**src/rtl/obj_pkg.sv**
```systemverilog
// Shared types and constants for the obstacle-avoidance controller:
// state codes, turn-direction latch values and motor command encoding.
package obj_pkg;

    typedef enum logic [2:0] {
        ST_IDLE   = 3'd0,
        ST_FWD    = 3'd1,
        ST_STOP   = 3'd2,
        ST_REV    = 3'd3,
        ST_TURN_L = 3'd4,
        ST_TURN_R = 3'd5
    } state_e;

    typedef enum logic [1:0] {
        DIR_AMBIG = 2'd0,
        DIR_LEFT  = 2'd1,
        DIR_RIGHT = 2'd2
    } dir_e;

    localparam logic [1:0] MOT_STOP = 2'b00;
    localparam logic [1:0] MOT_FWD  = 2'b01;
    localparam logic [1:0] MOT_REV  = 2'b10;

    typedef struct packed {
        logic [1:0] left;
        logic [1:0] right;
    } motor_cmd_t;

    function automatic motor_cmd_t motor_decode(input state_e st);
        motor_cmd_t cmd;
        case (st)
            ST_FWD:    begin cmd.left = MOT_FWD;  cmd.right = MOT_FWD;  end
            ST_REV:    begin cmd.left = MOT_REV;  cmd.right = MOT_REV;  end
            ST_TURN_L: begin cmd.left = MOT_REV;  cmd.right = MOT_FWD;  end
            ST_TURN_R: begin cmd.left = MOT_FWD;  cmd.right = MOT_REV;  end
            default:   begin cmd.left = MOT_STOP; cmd.right = MOT_STOP; end
        endcase
        return cmd;
    endfunction

    function automatic logic is_busy(input state_e st);
        logic b;
        case (st)
            ST_STOP, ST_REV, ST_TURN_L, ST_TURN_R: b = 1'b1;
            default:                               b = 1'b0;
        endcase
        return b;
    endfunction

endpackage

```
**src/rtl/obj_dwell_timer.sv**
```systemverilog
// Dwell counter shared by all timed states: restarts on clear and flags
// expire during the last cycle of a dwell of length limit.
module obj_dwell_timer #(
    parameter int CNT_W = 8
) (
    input  logic             clk,
    input  logic             reset,
    input  logic             clear,
    input  logic [CNT_W-1:0] limit,
    output logic             expire
);

    localparam logic [CNT_W-1:0] CNT_ONE  = {{(CNT_W-1){1'b0}}, 1'b1};
    localparam logic [CNT_W-1:0] CNT_ZERO = {CNT_W{1'b0}};

    logic [CNT_W-1:0] count_r;

    // counter register: zero on reset or state entry, otherwise counts up
    always_ff @(posedge clk) begin
        if (!reset) begin
            count_r <= CNT_ZERO;
        end else if (clear) begin
            count_r <= CNT_ZERO;
        end else begin
            count_r <= count_r + CNT_ONE;
        end
    end

    assign expire = (count_r == (limit - CNT_ONE));

endmodule

```
**src/rtl/obj_avoid_ctrl.sv**
```systemverilog
// Obstacle-avoidance motion controller: FWD / STOP / REV / TURN maneuver FSM
// with registered Moore outputs. Optional OBJ_AVOID_STATS_EN adds maneuver_count.
module obj_avoid_ctrl
    import obj_pkg::*;
#(
    parameter int STOP_CYCLES = 2,
    parameter int REV_CYCLES  = 8,
    parameter int TURN_CYCLES = 16,
    parameter int CNT_W       = 8
) (
    input  logic        clk,
    input  logic        reset,
    input  logic        enable,
    input  logic        left_object_detected,
    input  logic        right_object_detected,
    input  logic        front_object_detected,
    output logic [1:0]  motor_left,
    output logic [1:0]  motor_right,
    output logic        busy,
    output logic [2:0]  state_o,
    output logic        maneuver_done
`ifdef OBJ_AVOID_STATS_EN
    ,
    output logic [15:0] maneuver_count
`endif
);

    localparam logic [CNT_W-1:0] STOP_LIM = CNT_W'(STOP_CYCLES);
    localparam logic [CNT_W-1:0] REV_LIM  = CNT_W'(REV_CYCLES);
    localparam logic [CNT_W-1:0] TURN_LIM = CNT_W'(TURN_CYCLES);

    state_e           state_r;
    state_e           state_nxt_s;
    dir_e             dir_r;
    dir_e             dir_nxt_s;
    logic             alt_r;
    logic             alt_nxt_s;
    logic             done_nxt_s;
    logic [CNT_W-1:0] limit_s;
    logic             clear_s;
    logic             expire_s;
    motor_cmd_t       motor_nxt_s;

    obj_dwell_timer #(
        .CNT_W (CNT_W)
    ) u_dwell (
        .clk    (clk),
        .reset  (reset),
        .clear  (clear_s),
        .limit  (limit_s),
        .expire (expire_s)
    );

    // next-state, turn-direction latch and completion decode
    always_comb begin
        state_nxt_s = state_r;
        dir_nxt_s   = dir_r;
        alt_nxt_s   = alt_r;
        done_nxt_s  = 1'b0;
        limit_s     = TURN_LIM;
        case (state_r)
            ST_IDLE: begin
                if (enable) begin
                    state_nxt_s = ST_FWD;
                end else begin
                    state_nxt_s = ST_IDLE;
                end
            end
            ST_FWD: begin
                if (!enable) begin
                    state_nxt_s = ST_IDLE;
                end else if (front_object_detected ||
                             (left_object_detected && right_object_detected)) begin
                    state_nxt_s = ST_STOP;
                    // steer away from the single blocked side; anything else is ambiguous
                    if (left_object_detected && !right_object_detected) begin
                        dir_nxt_s = DIR_RIGHT;
                    end else if (right_object_detected && !left_object_detected) begin
                        dir_nxt_s = DIR_LEFT;
                    end else begin
                        dir_nxt_s = DIR_AMBIG;
                    end
                end else if (left_object_detected) begin
                    state_nxt_s = ST_TURN_R;
                end else if (right_object_detected) begin
                    state_nxt_s = ST_TURN_L;
                end else begin
                    state_nxt_s = ST_FWD;
                end
            end
            ST_STOP: begin
                limit_s = STOP_LIM;
                if (expire_s) begin
                    state_nxt_s = ST_REV;
                end else begin
                    state_nxt_s = ST_STOP;
                end
            end
            ST_REV: begin
                limit_s = REV_LIM;
                if (expire_s) begin
                    case (dir_r)
                        DIR_LEFT:  state_nxt_s = ST_TURN_L;
                        DIR_RIGHT: state_nxt_s = ST_TURN_R;
                        default: begin
                            // alternate sides so repeated head-on blocks do not loop
                            if (alt_r) begin
                                state_nxt_s = ST_TURN_L;
                            end else begin
                                state_nxt_s = ST_TURN_R;
                            end
                            alt_nxt_s = ~alt_r;
                        end
                    endcase
                end else begin
                    state_nxt_s = ST_REV;
                end
            end
            ST_TURN_L, ST_TURN_R: begin
                limit_s = TURN_LIM;
                if (expire_s) begin
                    done_nxt_s = 1'b1;
                    if (enable) begin
                        state_nxt_s = ST_FWD;
                    end else begin
                        state_nxt_s = ST_IDLE;
                    end
                end else begin
                    state_nxt_s = state_r;
                end
            end
            default: begin
                state_nxt_s = ST_IDLE;
            end
        endcase
    end

    assign clear_s     = (state_nxt_s != state_r);
    assign motor_nxt_s = motor_decode(state_nxt_s);
    assign state_o     = state_r;

    // state, latches and registered Moore outputs
    always_ff @(posedge clk) begin
        if (!reset) begin
            state_r       <= ST_IDLE;
            dir_r         <= DIR_AMBIG;
            alt_r         <= 1'b0;
            motor_left    <= MOT_STOP;
            motor_right   <= MOT_STOP;
            busy          <= 1'b0;
            maneuver_done <= 1'b0;
        end else begin
            state_r       <= state_nxt_s;
            dir_r         <= dir_nxt_s;
            alt_r         <= alt_nxt_s;
            motor_left    <= motor_nxt_s.left;
            motor_right   <= motor_nxt_s.right;
            busy          <= is_busy(state_nxt_s);
            maneuver_done <= done_nxt_s;
        end
    end

`ifdef OBJ_AVOID_STATS_EN
    // saturating count of completed maneuvers
    always_ff @(posedge clk) begin
        if (!reset) begin
            maneuver_count <= 16'h0000;
        end else if (done_nxt_s && (maneuver_count != 16'hFFFF)) begin
            maneuver_count <= maneuver_count + 16'h0001;
        end else begin
            maneuver_count <= maneuver_count;
        end
    end
`endif

endmodule

```
**config.mk**
```make
export PLATFORM = sky130hd
export DESIGN_NAME = obj_avoid_ctrl
export DESIGN_NICKNAME = d
export VERILOG_FILES = /design/src/rtl/obj_pkg.sv /design/src/rtl/obj_dwell_timer.sv /design/src/rtl/obj_avoid_ctrl.sv
export SDC_FILE = /design/constraint.sdc
export NUM_CORES = 1
export LEC_CHECK = 0
export ABC_AREA = 1
export CAP_MARGIN = 0
export CORE_MARGIN = 2
export CORE_UTILIZATION = 25
export DETAILED_ROUTE_END_ITERATION = 10
export MAX_ROUTING_LAYER = met4
export PLACE_DENSITY = 0.52
export SYNTH_ARGS = -nofsm -noshare
export SYNTH_HDL_FRONTEND = slang
export SYNTH_HIERARCHICAL = 1
export SYNTH_SLANG_ARGS = --single-unit
```
**constraint.sdc**
```tcl
create_clock -name clk -period 2.44 [get_ports clk]
set_clock_uncertainty 0.05 [all_clocks]
set_input_delay 0.488 -clock clk [delete_from_list [all_inputs] [get_ports clk]]
set_output_delay 0.488 -clock clk [all_outputs]
set_load 0.005 [all_outputs]
```
# Yosys cells after proc, flatten, opt, wreduce, memory -nomap -nowiden

Index checks and enable logic that the tools add are counted.

Add/subtract/negate cells: 2
Reductions and logical operators: 14
Equality and inequality tests: 14
Muxes and demuxes: 17
Bitwise gates (word level): 3

Operators with widths:

| operator            | count |
|---|---|
| $mux 3              | 6 |
| $pmux 4 s4          | 1 |
| $pmux 3 s5          | 1 |
| $eq 3x2->1 const B  | 4 |
| $eq 3x3->1 const B  | 4 |
| $pmux 5 s2          | 1 |
| $add 8x1->8 const B | 1 |
| $eq 8x8->1          | 1 |
| $eq 3x1->1 const B  | 2 |
| $mux 1              | 6 |
| $reduce_and 3->1    | 2 |
| $reduce_or 2->1     | 3 |
| $sub 5x1->6 const B | 1 |
| $reduce_or 4->1     | 1 |
| $logic_and 1x1->1   | 3 |
| $logic_not 3->1     | 1 |
| $ne 3x3->1          | 1 |
| $not 1->1           | 3 |
| $eq 2x1->1 const B  | 1 |
| $eq 2x2->1 const B  | 1 |
| $logic_not 1->1     | 2 |
| $mux 2              | 1 |
| $pmux 1 s2          | 1 |
| $reduce_and 2->1    | 1 |
| $logic_or 1x1->1    | 1 |

Register bits after elaboration: 20
Word-level logic and storage cells: 58
Bits of input ports: 6
Output and inout bits: 9

# Depth between registers and ports, before layout

Word-level depth: 9
Gate-level depth with buffers: 25
Mapped depth without buffers: 25

# Cells and area by module

Netlist, hierarchy kept.

Modules (own cells, without submodules):

| module          | instances | seq. area each (um^2) | cells each | area each (um^2) |
|---|---|---|---|---|
| obj_avoid_ctrl  | 1         | 240.2                 | 106        | 698.2 |
| obj_dwell_timer | 1         | 160.2                 | 110        | 644.4 |

# Worst setup path after synthesis

Ideal clock, no wire load.

Kind: register to register
From: reg state_r[0], in the netlist state_o[0]
To: reg u_dwell.count_r[5]
Data required time: 2.312 ns
Buffers on the path: 0
Stages on the path, launching flop included: 21
Setup slack: -0.227 ns
Data arrival time: 2.539 ns
Setup time: 0.078 ns
Clock period less this slack: 2.667 ns
Path through: dfxtp_1 inv_2 nand3_1 inv_1 inv_1 ha_1 xor2_1 o21ai_0 nor2_1 nand2_1 nor2_2 inv_1 nand2_1 nand2_2 a21oi_4 nor2_1 nor2_1 nand2_1 nor2_1 inv_1 nor3_1

Cells in the longest elaborated chain, start to end: 8
Elaborated cells between the ends (all ways): 16
Classes of those cells: add/sub: 1; eq/ne: 7; mux: 5; reduce/logical: 3

Ends and longest elaborated chain:

| element                              | RTL line              | RTL |
|---|---|---|
| start: declaration                   | obj_avoid_ctrl.sv:32  | `state_e state_r;` |
| start signal: assignment             | obj_avoid_ctrl.sv:153 | `state_r <= state_nxt_s;` |
| $eq 3x2->1                           | obj_avoid_ctrl.sv:61  | `case (state_r)` |
| $pmux 5 s2 (*)                       | obj_avoid_ctrl.sv:61  |  |
| via limit_s[1]                       | obj_avoid_ctrl.sv:39  | `logic [CNT_W-1:0] limit_s;` |
| $sub 5x1->6 (*)                      | obj_dwell_timer.sv:29 | `assign expire = (count_r == (limit - CNT_ONE));` |
| $eq 8x8->1 (*)                       | obj_dwell_timer.sv:29 |  |
| via expire_s                         | obj_avoid_ctrl.sv:41  | `logic expire_s;` |
| $mux 3, or another cell as far along | obj_avoid_ctrl.sv:121 | `if (expire_s) begin` |
| $pmux 3 s5 (*)                       | obj_avoid_ctrl.sv:61  |  |
| $ne 3x3->1 (*)                       | obj_avoid_ctrl.sv:138 | `assign clear_s = (state_nxt_s != state_r);` |
| via clear_s                          | obj_avoid_ctrl.sv:40  | `logic clear_s;` |
| $reduce_or 2->1 (no source line) (*) | n/a                   |  |
| end signal: assignment               | obj_dwell_timer.sv:25 | `count_r <= count_r + CNT_ONE;` |
| end: declaration                     | obj_dwell_timer.sv:16 | `logic [CNT_W-1:0] count_r;` |

Mark *: on every way through the listed nets, which the timed path passes. The rest lies on a longest branch.
A chain may end at the register's enable or synchronous reset.

# Worst setup path after layout

From: reg state_r[1], in the netlist state_o[1]
To: reg u_dwell.count_r[4]

Same word-level chain as after synthesis.

==> metrics.md <==
| Metric | Value |
|---|---|
| Status | `finished with violations` |
| Violated checks | `setup timing` |
| Core area | `5140 sq um` |
| Initial DRC count | `60` |
| Worst EP required | `2.58 ns` |
| Via count | `1384` |
| Die Footprint | `5970 sq um` |
| H-tree lvl count | `1` |
| Drt wl/cell | `9.77 microns` |
| Sequential share of power | `39.0%` |
| Pint | `0.000654 W` |
| Worst Path Arrival | `2.64 ns` |
| Total track usage | `12.5%` |
| Syn Std Cell Area | `1340 sq um` |
| CTS clk-pin slew, worst paths | `0.09 ns` |
| Worst min path class | `flip-flop to flip-flop` |
| Clk network pwr share | `37.3%` |
| Max-cap viol count | `0` |
| GP Congestion | `0.787` |
| Nets@finish | `280` |
| Setup WS pre-CTS | `-0.139 ns` |
| Leakage | `0.907 nW` |
| Synthesis-to-finish area growth | `49.1%` |
| Avg Cell Area, Syn | `6.22 sq um` |
| Gate power share | `23.7%` |
| Sw Pwr | `0.000246 W` |
| Vias/cell | `4.07` |
| Die Y | `77.3 microns` |
| Final hold violations | `0` |
| Sequential fraction of the synthesis area | `29.8%` |
| Layout Utilization | `38.9%` |
| Drt first pass iters | `4` |
| Worst setup margin | `-0.0591 ns` |
| Worst-skew pair later-pin latency | `0.26 ns` |
| First-pass GRT wire length | `5980 microns` |
| Total wire length | `3320 microns` |
| FILL cells | `567` |
| CTS Sinks | `20` |
| Ant diodes | `0` |
| Num CTS Buffers | `3` |
| CP Capture Type | `flip-flop` |
| Clock root cell | `clkbuf_8` |
| Chip Width | `77.3 microns` |
| Max clock buf depth | `2` |
| Initial core utilization | `26.1%` |
| Min Tclk post-route | `2.50 ns` |
| Vias in the first global route | `1373` |
| Initial antenna violation count | `0` |
| Layout cells sized above 1 | `29.6%` |
| Post-DP HPWL | `2530 microns` |
| PD cells | `450 nW/um^2` |
| Slew Limit Fails | `0` |
| Type of the worst setup path | `flip-flop to flip-flop` |
| Fin crit share | `102%` |
| Cell Rows | `26` |
| Routed Antenna Nets | `0` |
| Critical path peak fanout | `5` |
| Synth Register Bits | `20` |
| Ys Warns | `6` |
| Peak VDD IR | `0.302 mV` |
| Switching share of power | `27.3%` |
| Grt total ovfl | `0` |
| Max Clock Freq | `0.400 GHz` |
| DRC violations left | `0` |
| CTS tree | `done` |
| Cts hold-fix bufs | `0` |
| IO Port Bufs | `14` |
| Mapped Cells | `216` |
| Unrepaired setup endpoints after global routing | `true` |
| Synth cell types | `22` |
| Final setup violation count | `8` |
| Largest net degree at the start of global routing | `13` |
| Worst Setup Start Kind | `flip-flop` |
| I/O Pins | `15` |
area by class of cell:
cell class,instances,area [sq um],area share [%]
timing repair buffer,36,313,15.6
tap,70,87.6,4.38
clock buffer,3,41.3,2.06
sequential,20,407,20.3
inverter,39,154,7.69
clock inverter,1,30.0,1.50
multi-input combinational,171,970,48.4
sequential cells by signal (all words and copies together) (netlist names):
name and flops:
alt_r 1, motor_left 2, maneuver_done 1, motor_right 2, state_o 3, u_dwell/count_r 8, busy 1, dir_r 2
final timing paths:
| kind | startpoint | endpoint | slack (ns) | cells after the start |
|---|---|---|---|---|
| min reg2reg | alt_r$_SDFFE_PN0P_ | alt_r$_SDFFE_PN0P_ | 0.43 | 2 |
| max | state_o[1]$_SDFF_PN0_ | u_dwell/count_r[4]$_SDFF_PP0_ | -0.06 | 19 |
| max reg2reg | state_o[1]$_SDFF_PN0_ | u_dwell/count_r[4]$_SDFF_PP0_ | -0.06 | 19 |
| min | alt_r$_SDFFE_PN0P_ | alt_r$_SDFFE_PN0P_ | 0.43 | 2 |
cells in the final DEF, fill, tap and decap left out, types with 4 or more instances in the layout:
master	synthesis	layout
nor2_4	5	9
nor2_1	32	30
inv_2	7	9
nand3_2	3	5
inv_1	32	27
nand3_1	15	12
nand4_1	4	4
conb_1	1	15
a21oi_1	9	7
nand2_1	55	49
dfxtp_1	20	17
nand2_2	7	11
clkdlybuf4s50_1	0	14
buf_4	0	20
per-layer routing:
metal | track usage, % | vias to the layer above | part of all wire, %
met5 | - | - | 0
met4 | 3.75 | 0 | 1.0
met3 | 1.76 | 2 | 1.0
met2 | 19.1 | 11 | 46
met1 | 17.1 | 611 | 52
li1 | - | 760 | -
cell usage after synthesis:
cell	instances	area (sq um)
xnor2_1	3	26.3
nor2_1	32	120
xor2_1	2	17.5
dfxtp_1	20	400
nor3_1	2	10.0
a21oi_1	9	45.0
nand3_1	15	75.1
inv_2	7	26.3
o21ai_1	2	10.0
or2_1	1	6.26
nor2_4	5	56.3
conb_1	1	3.75
nor4_1	1	6.26
nand4_1	4	25.0
o21ai_0	7	35.0
nand2_1	55	206
nand3_2	3	30.0
nor2_2	4	25.0
nand2_2	7	43.8
inv_1	32	120
ha_1	3	37.5
a21oi_4	1	16.3
power by group through the flow:
stage	sequential (W)	clock (W)	combinational (W)
finish	0.000351	0.000336	0.000214
global route	0.000352	0.000367	0.000243
CTS	0.000350	0.000345	0.000201
detailed placement	0.000358	0	0.000190
global placement	0.000357	0	0.000192
floorplan	0.000362	0	0.000112
stage by stage:
step / TNS, ns / cell area, sq um / cells / total power, W / hold slack (ns)
2_1_floorplan: 0 / 1420 / 230 / 0.000474 / 0.400
5_1_grt: -2.36 / 2000 / 340 / 0.000961 / 0.446
4_1_cts: -0.107 / 1930 / 341 / 0.000896 / 0.438
3_3_place_gp: -0.902 / 1780 / 332 / 0.000550 / 0.445
3_5_place_dp: -0.774 / 1780 / 332 / 0.000548 / 0.425
6_report: -0.287 / 2000 / 340 / 0.000901 / 0.425
worst max-delay path: stages, from the launching register on:
cell and delay [ns]:
dfxtp_2 0.39, nand3_4 0.09, inv_2 0.07, inv_2 0.05, ha_4 0.25, xor2_1 0.13, o21ai_1 0.08, nor2_1 0.09
nand2_1 0.08, nor2_4 0.16, nand4_1 0.16, nand2_2 0.15, inv_2 0.05, nand3_2 0.05, nand2_1 0.05, nor2_1 0.09
nand2_1 0.09, nor2_4 0.16, o21ai_1 0.09, a21oi_1 0.11
cells by family after synthesis:
family	share of synthesized area, %
compound gates	7.92
buf+inv	10.9
simple gates	45.0
flops	29.8
other cells	0.279
xor+xnor	3.26
fa+ha+maj	2.80
what timing repair did:
item	4_1_cts	5_1_grt
gates resized for setup	10	21
hold endpoints to repair	0	0
cloned	0	0
setup buffers	5	1
endpoints found under the setup margin	8	13
pin swaps	11	17
(Power assumes the default switching activity.)
